## config.mk

```make
export PLATFORM = sky130hd
export DESIGN_NAME = terrain_scroll_strip
export DESIGN_NICKNAME = d
export VERILOG_FILES = /design/src/rtl/terrain_scroll_strip.sv
export SDC_FILE = /design/constraint.sdc
export NUM_CORES = 1
export LEC_CHECK = 0
export CORE_ASPECT_RATIO = 0.5
export CORE_MARGIN = 2
export CORE_UTILIZATION = 57
export DETAILED_ROUTE_END_ITERATION = 16
export GPL_TIMING_DRIVEN = 0
export PLACE_DENSITY = 0.86
export SYNTH_ARGS = -nofsm -noshare
export SYNTH_HDL_FRONTEND = slang
export SYNTH_SLANG_ARGS = --single-unit
```

## constraint.sdc

```tcl
create_clock -name i_clk -period 8.3 [get_ports i_clk]
set_input_delay 1.66 -clock i_clk [delete_from_list [all_inputs] [get_ports i_clk]]
set_output_delay 1.66 -clock i_clk [all_outputs]
set_load 0.01 [all_outputs]
```

## src/rtl/terrain_scroll_strip.sv

```systemverilog
// terrain_scroll_strip
//   Draws a scaled 16x16, 2-bit-per-pixel terrain tile at a moving screen
//   position. The position advances once per frame, on the rising edge of
//   i_v_sync. There are two motion modes:
//     mode 0 : diagonal drift (left/down), respawns when the tile leaves the screen
//     mode 1 : horizontal scroll, wraps seamlessly around the screen edges
//   Pixel output is registered in two stages: i_x/i_y to outputs is 2 cycles.
//
// Ports
//   i_clk, i_rst_n         pixel clock, synchronous active-low reset
//   i_x, i_y               current pixel coordinate
//   i_v_sync               vertical sync (level, synchronous to i_clk)
//   i_active               motion enable
//   i_mode                 0 = diagonal/respawn, 1 = horizontal scroll/wrap
//   o_red/o_green/o_blue   pixel colour (0 outside the strip / transparent)
//   o_sprite_hit           opaque strip pixel
//   o_pos_x, o_pos_y       current top-left corner of the strip
//   o_wrapped              one-cycle pulse after a respawn or wrap
module terrain_scroll_strip #(
  parameter int          START_X      = 144,
  parameter int          START_Y      = 390,
  parameter int          SCALE_X_LOG2 = 4,
  parameter int          SCALE_Y_LOG2 = 1,
  parameter int          STEP_X       = 1,
  parameter int          STEP_Y       = 1,
  parameter int          SCREEN_W     = 1280,
  parameter int          SCREEN_H     = 720,
  parameter logic [23:0] EDGE_RGB     = 24'hA0A0A0,
  parameter logic [23:0] FILL_RGB     = 24'hA0A0A0
) (
  input  logic        i_clk,
  input  logic        i_rst_n,
  input  logic [15:0] i_x,
  input  logic [15:0] i_y,
  input  logic        i_v_sync,
  input  logic        i_active,
  input  logic        i_mode,
  output logic [7:0]  o_red,
  output logic [7:0]  o_green,
  output logic [7:0]  o_blue,
  output logic        o_sprite_hit,
  output logic [15:0] o_pos_x,
  output logic [15:0] o_pos_y,
  output logic        o_wrapped
);

  localparam logic [15:0] SX  = 16'(START_X);
  localparam logic [15:0] SY  = 16'(START_Y);
  localparam logic [15:0] DX  = 16'(STEP_X);
  localparam logic [15:0] DY  = 16'(STEP_Y);
  localparam logic [15:0] SW  = 16'(SCREEN_W);
  localparam logic [15:0] SH  = 16'(SCREEN_H);
  localparam logic [15:0] W16 = 16'(16 << SCALE_X_LOG2);
  localparam logic [15:0] H16 = 16'(16 << SCALE_Y_LOG2);

  // Tile bitmap. Each row is 16 two-bit indices, and column 0 sits in the MSBs.
  function automatic logic [31:0] rom_row(input logic [3:0] r);
    case (r)
      4'd5:    rom_row = 32'b00_00_00_01_01_01_01_01_01_01_01_01_00_00_00_00;
      4'd6:    rom_row = 32'b00_01_01_01_11_11_11_11_11_11_11_01_01_01_00_00;
      4'd7:    rom_row = 32'b01_10_11_11_11_11_11_11_11_11_11_11_11_11_01_00;
      4'd8:    rom_row = 32'b01_10_11_11_11_11_11_11_11_11_11_11_11_11_11_01;
      4'd9:    rom_row = 32'b00_01_10_10_10_10_10_10_10_10_10_10_10_10_10_01;
      4'd10:   rom_row = 32'b00_00_01_01_01_01_01_01_01_01_01_01_01_01_01_00;
      default: rom_row = 32'h0;
    endcase
  endfunction

  logic [15:0] pos_x, pos_y;
  logic        vsync_d;
  logic        tick;

  assign tick    = i_v_sync & ~vsync_d;
  assign o_pos_x = pos_x;
  assign o_pos_y = pos_y;

  // Frame motion. All decisions use the values from before the update.
  // vsync_d resets to 1, so a v_sync that is already high at reset release
  // does not produce a tick.
  always_ff @(posedge i_clk) begin
    if (!i_rst_n) begin
      pos_x     <= SX;
      pos_y     <= SY;
      vsync_d   <= 1'b1;
      o_wrapped <= 1'b0;
    end else begin
      vsync_d   <= i_v_sync;
      o_wrapped <= 1'b0;
      if (tick && i_active) begin
        if (!i_mode) begin
          if (pos_x >= SW || pos_y >= SH) begin
            pos_x     <= SX;
            pos_y     <= SY;
            o_wrapped <= 1'b1;
          end else begin
            // An underflow here leaves a huge pos_x, which respawns on the next tick.
            pos_x <= pos_x - DX;
            pos_y <= pos_y + DY;
          end
        end else begin
          if (pos_x >= SW) begin
            pos_x     <= SX;
            o_wrapped <= 1'b1;
          end else if (pos_x < DX) begin
            pos_x     <= pos_x + SW - DX;
            o_wrapped <= 1'b1;
          end else begin
            pos_x <= pos_x - DX;
          end
        end
      end
    end
  end

  // Render stage 1: find the offset inside the strip and map it to a tile cell.
  logic [15:0] dx, dy;
  logic        hit_x, hit_y;

  always_comb begin
    dx    = i_x - pos_x;
    hit_x = (i_x >= pos_x) && (dx < W16);
    if (i_mode) begin
      // A pixel left of pos_x belongs to the part of the strip that wrapped
      // past the right screen edge.
      if (i_x < pos_x) dx = i_x + SW - pos_x;
      hit_x = (i_x < SW) && (dx < W16);
    end
    dy    = i_y - pos_y;
    hit_y = (i_y >= pos_y) && (dy < H16);
  end

  logic       s1_hit;
  logic [3:0] s1_col, s1_row;

  always_ff @(posedge i_clk) begin
    if (!i_rst_n) begin
      s1_hit <= 1'b0;
      s1_col <= 4'd0;
      s1_row <= 4'd0;
    end else begin
      s1_hit <= hit_x & hit_y;
      s1_col <= dx[SCALE_X_LOG2 +: 4];
      s1_row <= dy[SCALE_Y_LOG2 +: 4];
    end
  end

  // Render stage 2: read the palette index from the ROM and apply the palette.
  logic [31:0] row_bits;
  logic [1:0]  idx;
  logic [23:0] rgb;

  always_comb begin
    row_bits = rom_row(s1_row);
    // Bit offset 2*(15-col), so that column 0 maps to the top two bits.
    idx      = row_bits[{~s1_col, 1'b0} +: 2];
    case (idx)
      2'd1, 2'd2: rgb = EDGE_RGB;
      2'd3:       rgb = FILL_RGB;
      default:    rgb = 24'h0;
    endcase
    if (!s1_hit) rgb = 24'h0;
  end

  always_ff @(posedge i_clk) begin
    if (!i_rst_n) begin
      o_red        <= 8'd0;
      o_green      <= 8'd0;
      o_blue       <= 8'd0;
      o_sprite_hit <= 1'b0;
    end else begin
      o_red        <= rgb[23:16];
      o_green      <= rgb[15:8];
      o_blue       <= rgb[7:0];
      o_sprite_hit <= s1_hit & (idx != 2'd0);
    end
  end

endmodule

```

==> run metrics <==
Final Max Tran Viols=0; initial DRC count=around 560; EDFF count, synth=0; synth unique cells=68; clk buf depth=2; P_leak=0.00235 µW; Seq/Total Area, Yosys=0.192; Top FF cell, synth=dfxtp_1; crit share post-route=0.589; Syn Inst Count=621; Std-Cell Rows=23; Syn-to-layout area delta=23.4%; Hold Path Class=reg2reg; CTS root buf=clkbuf_16; die span in x=132 µm; CP Launch Type=input pin; Max FO, Critical Path=5; Filler cells=670; yosys warns=0; Post-Syn Area=4700 µm²; Die Area=around 9000 µm²; final routed DRC violation total=0; vias in the first global route=~4300; fin crit period=4.89 ns; pwr/cell area=107 nW/µm²; H-tree lvl count=2; Setup Fix Bufs, Post-CTS=0; worst vdd ir=0.0728 mV; sequential standard cell area=901 µm²; CTS Hold Bufs=0; commonest cells after routing, fill and taps aside=75 x clkdlybuf4s50_1, 70 x inv_1, 68 x nor2_1; Antenna Violating Nets Remaining=0; core box area=approximately 8000 µm²; CP Capture Type=flip-flop; worst-margin pin slew=0.855 ns; Post-DP HPWL=9760 µm; status=finished clean; CP Data Required Time=8.52 ns; syn_area_per_cell=7.56 µm²; IO Port Bufs=75; flops & latches, synth=45; Rel. slew slack=0.425; I/O Pins=95; Layout Skew=0.00594 ns; Final Hold Viols=0; die height=68.2 µm; post-cts gate resize count=0; Total GRT Usage=0.266; total CTS buffers=5; unrepaired setup endpoints after global routing=no; CTS tree=done; setup TNS=0 ns; Finish-stage setup viols=0; drt pass-1 iters=6; GP Congestion=0.884; Clk Latency, worst-skew pair=0.30 ns; DR vias/cell=between 5 and 6; largest net degree at the start of global routing=16; share of layout cells above drive strength 1=0.0693; initial antenna violation count=0; area taken by multi-input logic gates=3380 µm²; asr flop ratio synth=0; first-pass GRT wire length=about 20000 µm; worst hold slack=approximately 0.47 ns; clock sinks=between 40 and 50; WS Path Type=in2reg; vias=4815; total wire length=12200 µm; Nets=820; Max Cap Violations=0; crit path DAT=roughly 5.1 ns; Fmax=0.205 GHz; GRT Residual Overflow=0; leading cell type in the layout, fill and taps excluded=clkdlybuf4s50_1; DR WL/cell=14.7 µm; # diodes=0; Worst-path clk slew=0.07 ns; Starting Density=0.587
-- cells in the mapped netlist (8+ instances only) --
master | instances | share of area
buf_4 | 24 | 0.038
nand2_1 | 37 | 0.030
nand3_1 | 22 | 0.023
nor3_1 | 20 | 0.021
o21ai_0 | 34 | 0.036
xnor2_1 | 21 | 0.039
fa_1 | 12 | 0.051
nor2_1 | 68 | 0.054
nor4_1 | 9 | 0.012
dfxtp_1 | 45 | 0.19
a31oi_1 | 13 | 0.017
nand4_1 | 11 | 0.015
ha_1 | 51 | 0.14
a21oi_1 | 47 | 0.050
nor2b_1 | 8 | 0.011
nand2b_1 | 15 | 0.020
inv_1 | 70 | 0.056
o21a_1 | 8 | 0.013
-- through the flow --
step                      utilization  cells  cell area [µm²]  setup slack (ns)  power, µW
after floorplan                     -    638             4760              3.99        364
after global placement          0.706    825             5650              3.17        411
after detailed placement        0.706    825             5650              3.12        417
after CTS                       0.725    833             5800              3.42        620
after global routing            0.725    833             5800              3.23        653
final                           0.725    833             5800              3.41        621
-- cell type report --
| type | instances | area share |
|---|---|---|
| Buffer | 32 | 0.0365 |
| Clock buffer | 5 | 0.0216 |
| Clock inverter | 3 | 0.00367 |
| Inverter | 71 | 0.0460 |
| Multi-Input combinational cell | 490 | 0.583 |
| Sequential cell | 45 | 0.155 |
| Tap cell | 112 | 0.0242 |
| Timing Repair Buffer | 75 | 0.130 |
-- report_power, final --
group	switching [µW]	internal, µW	leakage, µW
Combinational	104	85.3	0.00192
Clock	92.3	112	0.0000702
Sequential	5.69	221	0.000366
Total	202	419	0.00235
-- worst max-delay path, cell delays in order --
cell and delay [ns]:
clkdlybuf4s50_1 0.43, ha_1 0.23, inv_1 0.13, fa_1 0.44, nor4b_2 0.38, nor3_2 0.14, o311ai_4 0.43, a21oi_2 0.16
o31ai_1 0.30, mux2i_1 0.27, nand4_1 0.12, o21a_1 0.15, nor4b_2 0.25
-- final timing paths --
path / slack, ns / cells after the start / startpoint / end
hold / removal: 0.47 / 2 / s1_hit / o_sprite_hit
setup reg to reg: 4.66 / 13 / o_pos_x[2] / s1_hit
setup / recovery: 3.41 / 13 / i_x[1] / s1_hit
hold reg to reg: 0.47 / 2 / s1_hit / o_sprite_hit
-- layer usage --
| layer | global-route usage | routed length, µm | share of wire | vias up |
|---|---|---|---|---|
| li1 | - | - | - | 2353 |
| met1 | 0.333 | 5440 | 0.45 | 2235 |
| met2 | 0.476 | 5700 | 0.47 | 193 |
| met3 | 0.0504 | 837 | 0.069 | 34 |
| met4 | 0.0833 | 242 | 0.020 | 0 |
| met5 | 0 | 0 | 0 | - |
-- logic make-up after synthesis --
| group | count (synthesis) | share of synthesized area |
|---|---|---|
| AO/OA/AOI/OAI | 156 | 0.218 |
| XOR/XNOR | 27 | 0.0504 |
| adder cells (fa/ha/maj) | 63 | 0.187 |
| buffers and inverters | 103 | 0.102 |
| flip-flops | 45 | 0.192 |
| multiplexers | 6 | 0.0131 |
| other | 1 | 0.000799 |
| AND/OR/NAND/NOR | 220 | 0.237 |
-- state kept, by name, indices dropped and copies added (netlist names) --
register / cells
vsync_d: 1
s1_col: 4
s1_row: 4
s1_hit: 1
o_pos_y: 16
o_red: 1
o_pos_x: 16
o_sprite_hit: 1
o_wrapped: 1
Power figures use the tool's default switching activity.
